[config.mk]
export PLATFORM = sky130hd
export DESIGN_NAME = btn_event
export DESIGN_NICKNAME = d
export VERILOG_FILES = /design/src/rtl/btn_event.sv
export SDC_FILE = /design/constraint.sdc
export NUM_CORES = 1
export LEC_CHECK = 0
export CORE_ASPECT_RATIO = 1.1
export CORE_MARGIN = 5
export CORE_UTILIZATION = 40
export DETAILED_ROUTE_END_ITERATION = 16
export HOLD_SLACK_MARGIN = 0.05
export PLACE_DENSITY = 0.68
export SYNTH_ARGS = -nofsm -noshare
export SYNTH_HDL_FRONTEND = slang
export SYNTH_SLANG_ARGS = --single-unit
[constraint.sdc]
create_clock -name clk -period 6.75 [get_ports clk]
set_input_delay 1.35 -clock clk [delete_from_list [all_inputs] [get_ports clk]]
set_output_delay 1.35 -clock clk [all_outputs]
set_load 0.02 [all_outputs]
[src/rtl/btn_event.sv]
`default_nettype none
// ============================================================================
// Module   : btn_event
// Purpose  : Turns a debounced button level into single-cycle press, release,
//            click, long-press and optional auto-repeat event pulses.
// Options  : define BTN_EVENT_REPEAT_EN to compile in the auto-repeat path.
// Revision : 1.0 - initial release
// ============================================================================
module btn_event #(
    parameter int  CLK_HZ      = 100_000_000,
    parameter real LONG_TIME   = 1.000,
    parameter real REPEAT_TIME = 0.200
) (
    input  logic clk,
    input  logic reset_n,
    input  logic db,
    output logic press_tick,
    output logic release_tick,
    output logic click_tick,
    output logic long_tick,
    output logic repeat_tick,
    output logic held
);

    // $rtoi truncates toward zero, unlike a plain int cast, which rounds.
    localparam int LONG_CYC = $rtoi(real'(CLK_HZ) * LONG_TIME);
`ifdef BTN_EVENT_REPEAT_EN
    localparam int REP_CYC  = $rtoi(real'(CLK_HZ) * REPEAT_TIME);
    localparam int MAX_CYC  = (LONG_CYC > REP_CYC) ? LONG_CYC : REP_CYC;
`else
    localparam int MAX_CYC  = LONG_CYC;
`endif
    localparam int CW = (MAX_CYC > 2) ? $clog2(MAX_CYC) : 1;

    localparam logic [CW-1:0] LONG_LAST = CW'(LONG_CYC - 1);
`ifdef BTN_EVENT_REPEAT_EN
    localparam logic [CW-1:0] REP_LAST  = CW'(REP_CYC - 1);
`endif

    generate
        if (LONG_CYC < 2) begin : g_bad_long
            $error("btn_event: LONG_CYC must be at least 2");
        end
`ifdef BTN_EVENT_REPEAT_EN
        if (REP_CYC < 2) begin : g_bad_rep
            $error("btn_event: REP_CYC must be at least 2");
        end
`endif
    endgenerate

    typedef enum logic [1:0] {
        S_IDLE  = 2'd0,
        S_PRESS = 2'd1,
        S_LONG  = 2'd2
    } state_t;

    state_t          state_q;
    logic [CW-1:0]   cnt_q;
`ifdef BTN_EVENT_REPEAT_EN
    logic            repeat_q;
    assign repeat_tick = repeat_q;
`else
    assign repeat_tick = 1'b0;
`endif

    always_ff @(posedge clk or negedge reset_n) begin
        if (!reset_n) begin
            state_q      <= S_IDLE;
            cnt_q        <= '0;
            press_tick   <= 1'b0;
            release_tick <= 1'b0;
            click_tick   <= 1'b0;
            long_tick    <= 1'b0;
            held         <= 1'b0;
`ifdef BTN_EVENT_REPEAT_EN
            repeat_q     <= 1'b0;
`endif
        end else begin
            press_tick   <= 1'b0;
            release_tick <= 1'b0;
            click_tick   <= 1'b0;
            long_tick    <= 1'b0;
`ifdef BTN_EVENT_REPEAT_EN
            repeat_q     <= 1'b0;
`endif
            case (state_q)
                S_IDLE: begin
                    cnt_q <= '0;
                    if (db) begin
                        state_q    <= S_PRESS;
                        press_tick <= 1'b1;
                        held       <= 1'b1;
                    end
                end
                S_PRESS: begin
                    // Release is checked first so it wins over the long threshold.
                    if (!db) begin
                        state_q      <= S_IDLE;
                        release_tick <= 1'b1;
                        click_tick   <= 1'b1;
                        held         <= 1'b0;
                        cnt_q        <= '0;
                    end else if (cnt_q == LONG_LAST) begin
                        state_q   <= S_LONG;
                        long_tick <= 1'b1;
                        cnt_q     <= '0;
                    end else begin
                        cnt_q <= cnt_q + CW'(1);
                    end
                end
                S_LONG: begin
                    if (!db) begin
                        state_q      <= S_IDLE;
                        release_tick <= 1'b1;
                        held         <= 1'b0;
                        cnt_q        <= '0;
                    end else begin
`ifdef BTN_EVENT_REPEAT_EN
                        if (cnt_q == REP_LAST) begin
                            repeat_q <= 1'b1;
                            cnt_q    <= '0;
                        end else begin
                            cnt_q <= cnt_q + CW'(1);
                        end
`else
                        cnt_q <= '0;
`endif
                    end
                end
                default: begin
                    state_q <= S_IDLE;
                    cnt_q   <= '0;
                    held    <= 1'b0;
                end
            endcase
        end
    end

endmodule
`default_nettype wire
* Yosys cells after proc, flatten, opt, wreduce, memory -nomap -nowiden
Index checks and enable logic that the tools add are counted.
** Storage, ports and cells
- Output and inout bits :: 6
- Input bits :: 3
- Bits in latches :: 0
- ROM bits :: 0
- Bits in registers :: 34
- Word-level logic and storage cells :: 38
- Memories :: 0
- RAM bits :: 0
** Operators by class
- Shift operators :: 0
- Reductions and logical operators :: 4
- Divide/modulo/power cells :: 0
- Bitwise gates (word level) :: 0
- Equality and inequality tests :: 7
- Mux-type cells :: 19
- Magnitude comparators :: 0
- Multipliers :: 0
- Add/sub/neg operators :: 1
** Operators with widths (count)
- $mux 27 :: 3
- $add 27x1->27 const B :: 1
- $eq 27x27->1 const B :: 1
- $mux 1 :: 10
- $mux 2 :: 4
- $ne 2x2->1 const B :: 3
- $pmux 2 s3 :: 1
- $ne 3x3->1 const B :: 1
- $reduce_and 3->1 :: 1
- $eq 2x1->1 const B :: 1
- $eq 2x2->1 const B :: 1
- $logic_not 2->1 :: 1
- $pmux 1 s2 :: 1
- $reduce_and 2->1 :: 1
- $reduce_or 2->1 :: 1

* Logic depth before layout (Yosys ltp)
Gate-level depths: netlist of the first run.
- Word-level depth :: 4
- Gate-level depth with buffers :: 8
- Depth with buffers taken out :: 6

* Least setup slack after synthesis of the first run
No wires, ideal clock.
- Path type :: reg-to-reg
- From :: reg cnt_q[0]
- To :: reg state_q[0]
- Path slack :: 4.553 ns
- Clock period less this slack :: 2.197 ns
- Arrival time :: 2.071 ns
- Cell stages (with the launch flop) :: 8
- Path through :: dfrtp_1 ha_1 nand3_1 or2_4 or4_1 buf_2 a21o_1 a311o_1
** Between the ends
- Word-level cells in the longest chain between the ends :: 3
** RTL lines
- from (decl) :: line 58 : logic [CW-1:0] cnt_q;
- from (signal assigned) :: line 108 : cnt_q <= cnt_q + CW'(1);
- $eq 27x27->1 :: line 103 : end else if (cnt_q == LONG_LAST) begin
- $ne 3x3->1 (no line)
- $reduce_and 3->1 (no line)
- to (signal assigned) :: line 98 : state_q <= S_IDLE;
- to (signal assigned) :: line 104 : state_q <= S_LONG;
- to (signal assigned) :: line 113 : state_q <= S_IDLE;
- to (decl) :: line 57 : state_t state_q;
No other way between the ends.
A chain may end at the register's enable or synchronous reset.

* Worst setup path after layout of the first run
- From :: reg held
- To :: out held
** RTL lines
- from (decl) :: line 22 : output logic held
- from (signal assigned) :: line 74 : held <= 1'b0;
- from (signal assigned) :: line 92 : held <= 1'b1;
- from (signal assigned) :: line 101 : held <= 1'b0;
No word-level cell between the ends.

==> impl_metrics.yaml, run 1 <==
logic_synthesis:
  yosys_register_bits: 34
  synthTopCellsByArea: "dfrtp_1 52%, xor2_1 9.6%, nor2_1 8.2%"
  async_flop_share_pct: 100
  yosysTopAreaCell: "dfrtp_1"
  yosysSeqAreaShare_pct: 51.7
  yosysMostFrequentCell: "nor2_1"
  yosys_warnings: 0
  synthFlopType: "dfrtp_1"
  avgSynthCellArea_um2: 9.80
  ys_types: 30
  synthCells: 168
  synth-edff-count: 0
  synth_top_area_share_pct: 51.7
  synth_fp_nets: 175
  synth_common_cells: "36 x nor2_1, 34 x dfrtp_1, 18 x xor2_1"
  netlist_area_um2: 1650
pwr:
  p_per_area_nw_per_um2: 255
  power_frac_seq_pct: 47.9
  power_frac_clock_pct: 33.0
  p_leak_nw: 0.796
  ir_worst_vdd_v: 0.000149
  switchingPower_w: 0.000138
  sw_frac_of_total_pct: 29.1
  p_int_w: 0.000336
  combPwrFrac_pct: 19.1
sta:
  rsz0062_at_grt: "no"
  slew-limit-headroom_pct: 18.4
  slew_violations: 0
  fmax_mhz: 380
  finalSetupViolations: 0
  period_share_pct: 38.9
  hold_viol_final: 0
  min_period_ps: 2630
  fin_setup_tns_ps: 0
  fin_ws_ps: 4120
  worstMarginPinSlew_ps: 1210
  skew_ps: 5.38
floorplanning:
  start_util_pct: 41.5
  io-pin-count: 9
  fp.coreArea_um2: 3960
  placementRows: 24
  chipWidth_um: 71.2
  die_h_um: 77.3
  die_area_um2: 5500
routing:
  drt_iter0_drc: 34
  num_vias: 1169
  vias_per_cell: 5.06
  drc: 0
  routedWlPerCell_um: 12.5
  antenna_left: 0
  drt_wl_total_mm: 2.90
  firstDrtPassIters: 4
setup_path:
  worstSetupPathType: "reg2out"
  path_buf_inv: 1
  arrival_ps: 1280
  cp_slowest_cell: "clkdlybuf4s50_1"
  crit_path_end_kind: "primary output"
  critPathLaunchType: "register"
  worstPathRequired_ps: 5400
  reg2reg_slack_ps: 4340
  cp_max_fo: 3
  worstPathCellList: "clkdlybuf4s50_1"
  critPathTopFamily: "buffers and inverters"
  cp_slowest_stage_delay_ps: 620
clocking:
  cts_tree: "done"
  cts-root-buf: "clkbuf_8"
  cts_resized: 0
  cts_inserted_buffers: 5
  clk_pin_slew_worst_paths_ps: 70
  cts_sinks: 34
  post_cts.repair.setup_buffers: 0
  htreeDepth: 2
  holdBufCountCts: 0
  clock_latency_ps: 290
  cts_buffer_depth: 2
place:
  dpl_worst_slack_ps: 3910
  place_area_um2: 1760
  numPortBuffers: 7
  dpl.hpwl_mm: 2.05
  place_congestion: 0.707
  dp.cells: 223
grt:
  grt_antenna_before_repair: 0
  first_global_vias: 1166
  grt_use_met3_pct: 3.79
  met2_usage_pct: 19.1
  grt_pass1_wl_mm: 5.18
  grt-ovfl-total: 0
  busiest_layer: "met2"
  use_met1_pct: 14.1
  grt_max_degree: 35
  grt_use_total_pct: 12.2
layout:
  fin_cells: 231
  fin_area_um2: 1860
  area_delta_synth_final_pct: 12.8
  drive_above_1_share_pct: 6.70
  nets: 185
  antennaDiodeCount: 0
run_status:
  outcome: "complete, no violations"
job:
  drv_cap: 0
min_path:
  hp-class: "reg2reg"
-- layer usage --
layer  up-vias  part of all wire, %
met5         -                    0
met1       577                   44
met2        12                   49
met3         5                  3.0
met4         0                  3.1
li1        575                    -
-- kinds of logic (layout without fill, tap and decap cells) --
kind of cell | Yosys count | count (layout) | share of synthesized area (%)
flops | 34 | 34 | 51.7
xor+xnor | 25 | 25 | 13.3
other cells | 1 | 1 | 0.228
compound gates | 6 | 6 | 2.58
mux | 1 | 1 | 0.608
buf+inv | 11 | 22 | 2.96
fa+ha+maj | 4 | 4 | 3.04
simple gates | 86 | 86 | 25.6
-- placed cells by master, fill, tap and decap left out, drive strengths merged --
| master | count |
|---|---|
| a21oi | 1 |
| nand3 | 12 |
| conb | 1 |
| dfrtp | 34 |
| nand2 | 12 |
| a311o | 1 |
| and4 | 1 |
| or2 | 1 |
| xor2 | 18 |
| inv | 6 |
| or4 | 1 |
| o21ai | 1 |
| nor2 | 36 |
| a211oi | 1 |
| and3 | 4 |
| nor4 | 2 |
| clkbuf | 6 |
| mux2i | 1 |
| and2 | 2 |
| nor3 | 1 |
| nor2b | 3 |
| buf | 1 |
| clkinv | 1 |
| clkinvlp | 1 |
| nor4b | 1 |
| xnor2 | 7 |
| nand4 | 10 |
| ha | 4 |
| clkdlybuf4s50 | 7 |
| a21o | 2 |
-- power by group through the flow --
stage	Sequential [W]	Combinational [W]	Clock, W
floorplan	0.000239	0.0000500	0
global placement	0.000229	0.0000876	0
detailed placement	0.000230	0.0000908	0
CTS	0.000226	0.0000916	0.000161
global route	0.000229	0.000101	0.000169
finish	0.000226	0.0000904	0.000156
-- path summary, 6_finish.rpt --
check                                          to                from  cells after the start
setup / recovery                             held    held$_DFFE_PN0P_                      1
hold / removal                 cnt_q[0]$_DFF_PN0_  cnt_q[0]$_DFF_PN0_                      1
setup reg to reg           state_q[0]$_DFFE_PN0P_  cnt_q[0]$_DFF_PN0_                      6
hold reg to reg                cnt_q[0]$_DFF_PN0_  cnt_q[0]$_DFF_PN0_                      1
max in group asynchronous     cnt_q[13]$_DFF_PN0_             reset_n                      2
min in group asynchronous      cnt_q[8]$_DFF_PN0_             reset_n                      2
-- sequential cells by signal, summed over array words and instances (netlist names) --
name          count
press_tick        1
long_tick         1
held              1
state_q           2
click_tick        1
cnt_q            27
release_tick      1
-- stage by stage --
stage	utilization (%)	power [W]	hold slack [ps]
after floorplan	-	0.000289	455
after global placement	44.5	0.000317	471
after detailed placement	44.5	0.000321	481
after CTS	46.9	0.000479	491
after global routing	46.9	0.000498	521
final	46.9	0.000473	489
-- area by class of cell --
type | instances | area [um2]
Fill cell | 375 | 2110
Sequential cell | 34 | 851
Multi-Input combinational cell | 123 | 747
Clock buffer | 6 | 82.6
Timing Repair Buffer | 8 | 77.6
Tap cell | 52 | 65.1
Inverter | 6 | 22.5
Clock inverter | 2 | 12.5
Power figures use the tool's default switching activity.
==> run 2, diff against run 1 <==
==> constraint.sdc (replaced) <==
create_clock -name clk -period 2.7 [get_ports clk]
set_input_delay 0.54 -clock clk [delete_from_list [all_inputs] [get_ports clk]]
set_output_delay 0.54 -clock clk [all_outputs]
set_load 0.02 [all_outputs]
==> run 2 against run 1 <==
Against the previous run:
- sequential power grew to 2.5 times the previous value
- clock-buffer cell count is 1 higher
- routed wire length grew 1.9%
- largest power group unchanged
- clock power rose by 150%
- first-iteration DRC count rose by 24%
- critical path depth increased by 5
- worst setup slack lost 3700 ps
- design area grew 0.61%
- via count is 1.5% higher
- largest cell class unchanged
==> impl_metrics.yaml, run 2 (synthesis gave the netlist of run 1 again) <==
run_status:
  outcome: "complete, no violations"
clocking:
  post_cts.repair.setup_buffers: 0
  clock_latency_ps: 280
  clk_pin_slew_worst_paths_ps: 70
  cts_tree: "done"
  cts_sinks: 34
  htreeDepth: 2
  holdBufCountCts: 0
  cts_inserted_buffers: 5
  cts_resized: 0
  cts-root-buf: "clkbuf_8"
  cts_buffer_depth: 2
routing:
  vias_per_cell: 5.09
  drc: 0
  antenna_left: 0
  drt_iter0_drc: 42
  num_vias: 1186
  routedWlPerCell_um: 12.7
  drt_wl_total_mm: 2.95
  firstDrtPassIters: 4
grt:
  met2_usage_pct: 20.4
  busiest_layer: "met2"
  first_global_vias: 1214
  use_met1_pct: 13.3
  grt_max_degree: 35
  grt-ovfl-total: 0
  grt_use_total_pct: 12.1
  grt_pass1_wl_mm: 5.26
  grt_antenna_before_repair: 0
  grt_use_met3_pct: 3.27
layout:
  fill_cells: 393
  drive_above_1_share_pct: 7.18
  largestRegisters: "cnt_q: 27 flops, state_q: 2 flops"
  mostFrequentLayoutCell: "nor2_1"
  largest_reg_flops: 27
  regMostFlops: "cnt_q"
  antennaDiodeCount: 0
  fin_area_um2: 1870
  area_delta_synth_final_pct: 13.5
  final_cell_mix: "36 x nor2_1, 34 x dfrtp_1, 18 x xor2_1"
  nets: 187
pwr:
  sw_frac_of_total_pct: 28.7
  ir_worst_vdd_v: 0.000392
  p_per_area_nw_per_um2: 630
  power_frac_seq_pct: 48.1
  switchingPower_w: 0.000337
  power_frac_clock_pct: 33.0
  p_leak_nw: 0.808
  p_int_w: 0.000840
  combPwrFrac_pct: 19.0
place:
  dpl_worst_slack_ps: 380
  dpl.hpwl_mm: 2.00
  place_congestion: 0.729
  place_area_um2: 1780
  numPortBuffers: 7
min_path:
  hp-class: "reg2reg"
  holdPathStages: 1
setup_path:
  cp_max_fo: 26
  crit_path_end_kind: "register"
  arrival_ps: 2470
  cp_slowest_cell: "or4_1"
  path_buf_inv: 0
  worstSetupPathType: "reg2reg"
  cp_slowest_stage_delay_ps: 610
  critPathTopFamily: "simple AND/OR/NAND/NOR gates"
  cp.depth: 6
  rr_worst_depth: 6
  worstPathRequired_ps: 2850
  worstPathCellList: "ha_1, nand3_1, or2_4, or4_1, nand3_2, nor2_1"
  critPathLaunchType: "register"
sta:
  skew_ps: 4.88
  fin_ws_ps: 373
  rsz0062_at_grt: "no"
  slew_violations: 0
  worstMarginPinSlew_ps: 542
  fmax_mhz: 430
  fin_setup_tns_ps: 0
  finalSetupViolations: 0
  min_period_ps: 2330
  hold_viol_final: 0
  slew-limit-headroom_pct: 63.8
  period_share_pct: 86.2
floorplanning:
  die_area_um2: 5500
  io-pin-count: 9
  start_util_pct: 41.5
  die_h_um: 77.3
  chipWidth_um: 71.2
  fp.coreArea_um2: 3960
  placementRows: 24
job:
  drv_cap: 0
==> run 2: cell types whose count changed in the layout (fill, tap and decap cells not counted), sizes merged <==
cell / delta
clkbuf: +1
clkinvlp: -1
buf: +2
==> run 2: area by class of cell <==
type | count | area, um2 | share of cell area, %
Timing Repair Buffer | 10 | 92.6 | 4.95
Inverter | 6 | 22.5 | 1.20
Clock inverter | 1 | 5.00 | 0.268
Tap cell | 52 | 65.1 | 3.48
Sequential cell | 34 | 851 | 45.5
Multi-Input combinational cell | 123 | 747 | 40.0
Clock buffer | 7 | 86.3 | 4.62
==> run 2: per-stage QoR <==
stage                     power (W)  util, %  std cells  hold WS (ps)
final                       0.00118     47.2        233           487
after global routing        0.00124     47.2        233           528
after CTS                   0.00119     47.2        233           488
after detailed placement   0.000803     44.9        225           479
after global placement     0.000795     44.9        225           466
after floorplan            0.000723        -        168           244
==> run 2: per-layer routing <==
layer,up-vias,share of wire (%)
li1,576,-
met1,585,44
met2,17,50
met3,8,2.6
met4,0,3.4
met5,-,0
==> run 2: power groups by stage <==
| stage | logic [W] | registers (W) | clock network [W] |
|---|---|---|---|
| floorplan | 0.000125 | 0.000597 | 0 |
| detailed placement | 0.000228 | 0.000575 | 0 |
| global placement | 0.000222 | 0.000573 | 0 |
| global route | 0.000251 | 0.000572 | 0.000415 |
| CTS | 0.000228 | 0.000566 | 0.000396 |
| finish | 0.000223 | 0.000566 | 0.000388 |
==> run 2: worst paths after layout <==
kind,from,endpoint,slack (ps)
worst max-delay path,cnt_q[0]$_DFF_PN0_,cnt_q[25]$_DFF_PN0_,370
worst min-delay path,cnt_q[0]$_DFF_PN0_,cnt_q[0]$_DFF_PN0_,490
worst max register to register,cnt_q[0]$_DFF_PN0_,cnt_q[25]$_DFF_PN0_,370
worst min register to register,cnt_q[0]$_DFF_PN0_,cnt_q[0]$_DFF_PN0_,490
max in group asynchronous,reset_n,cnt_q[12]$_DFF_PN0_,1730
min in group asynchronous,reset_n,cnt_q[15]$_DFF_PN0_,660
==> run 2: worst register-to-register path, stage by stage, from the launching register on <==
cell	delay (ps)
dfrtp_1	390
ha_1	190
nand3_1	160
or2_4	290
or4_1	610
nand3_2	430
nor2_1	120
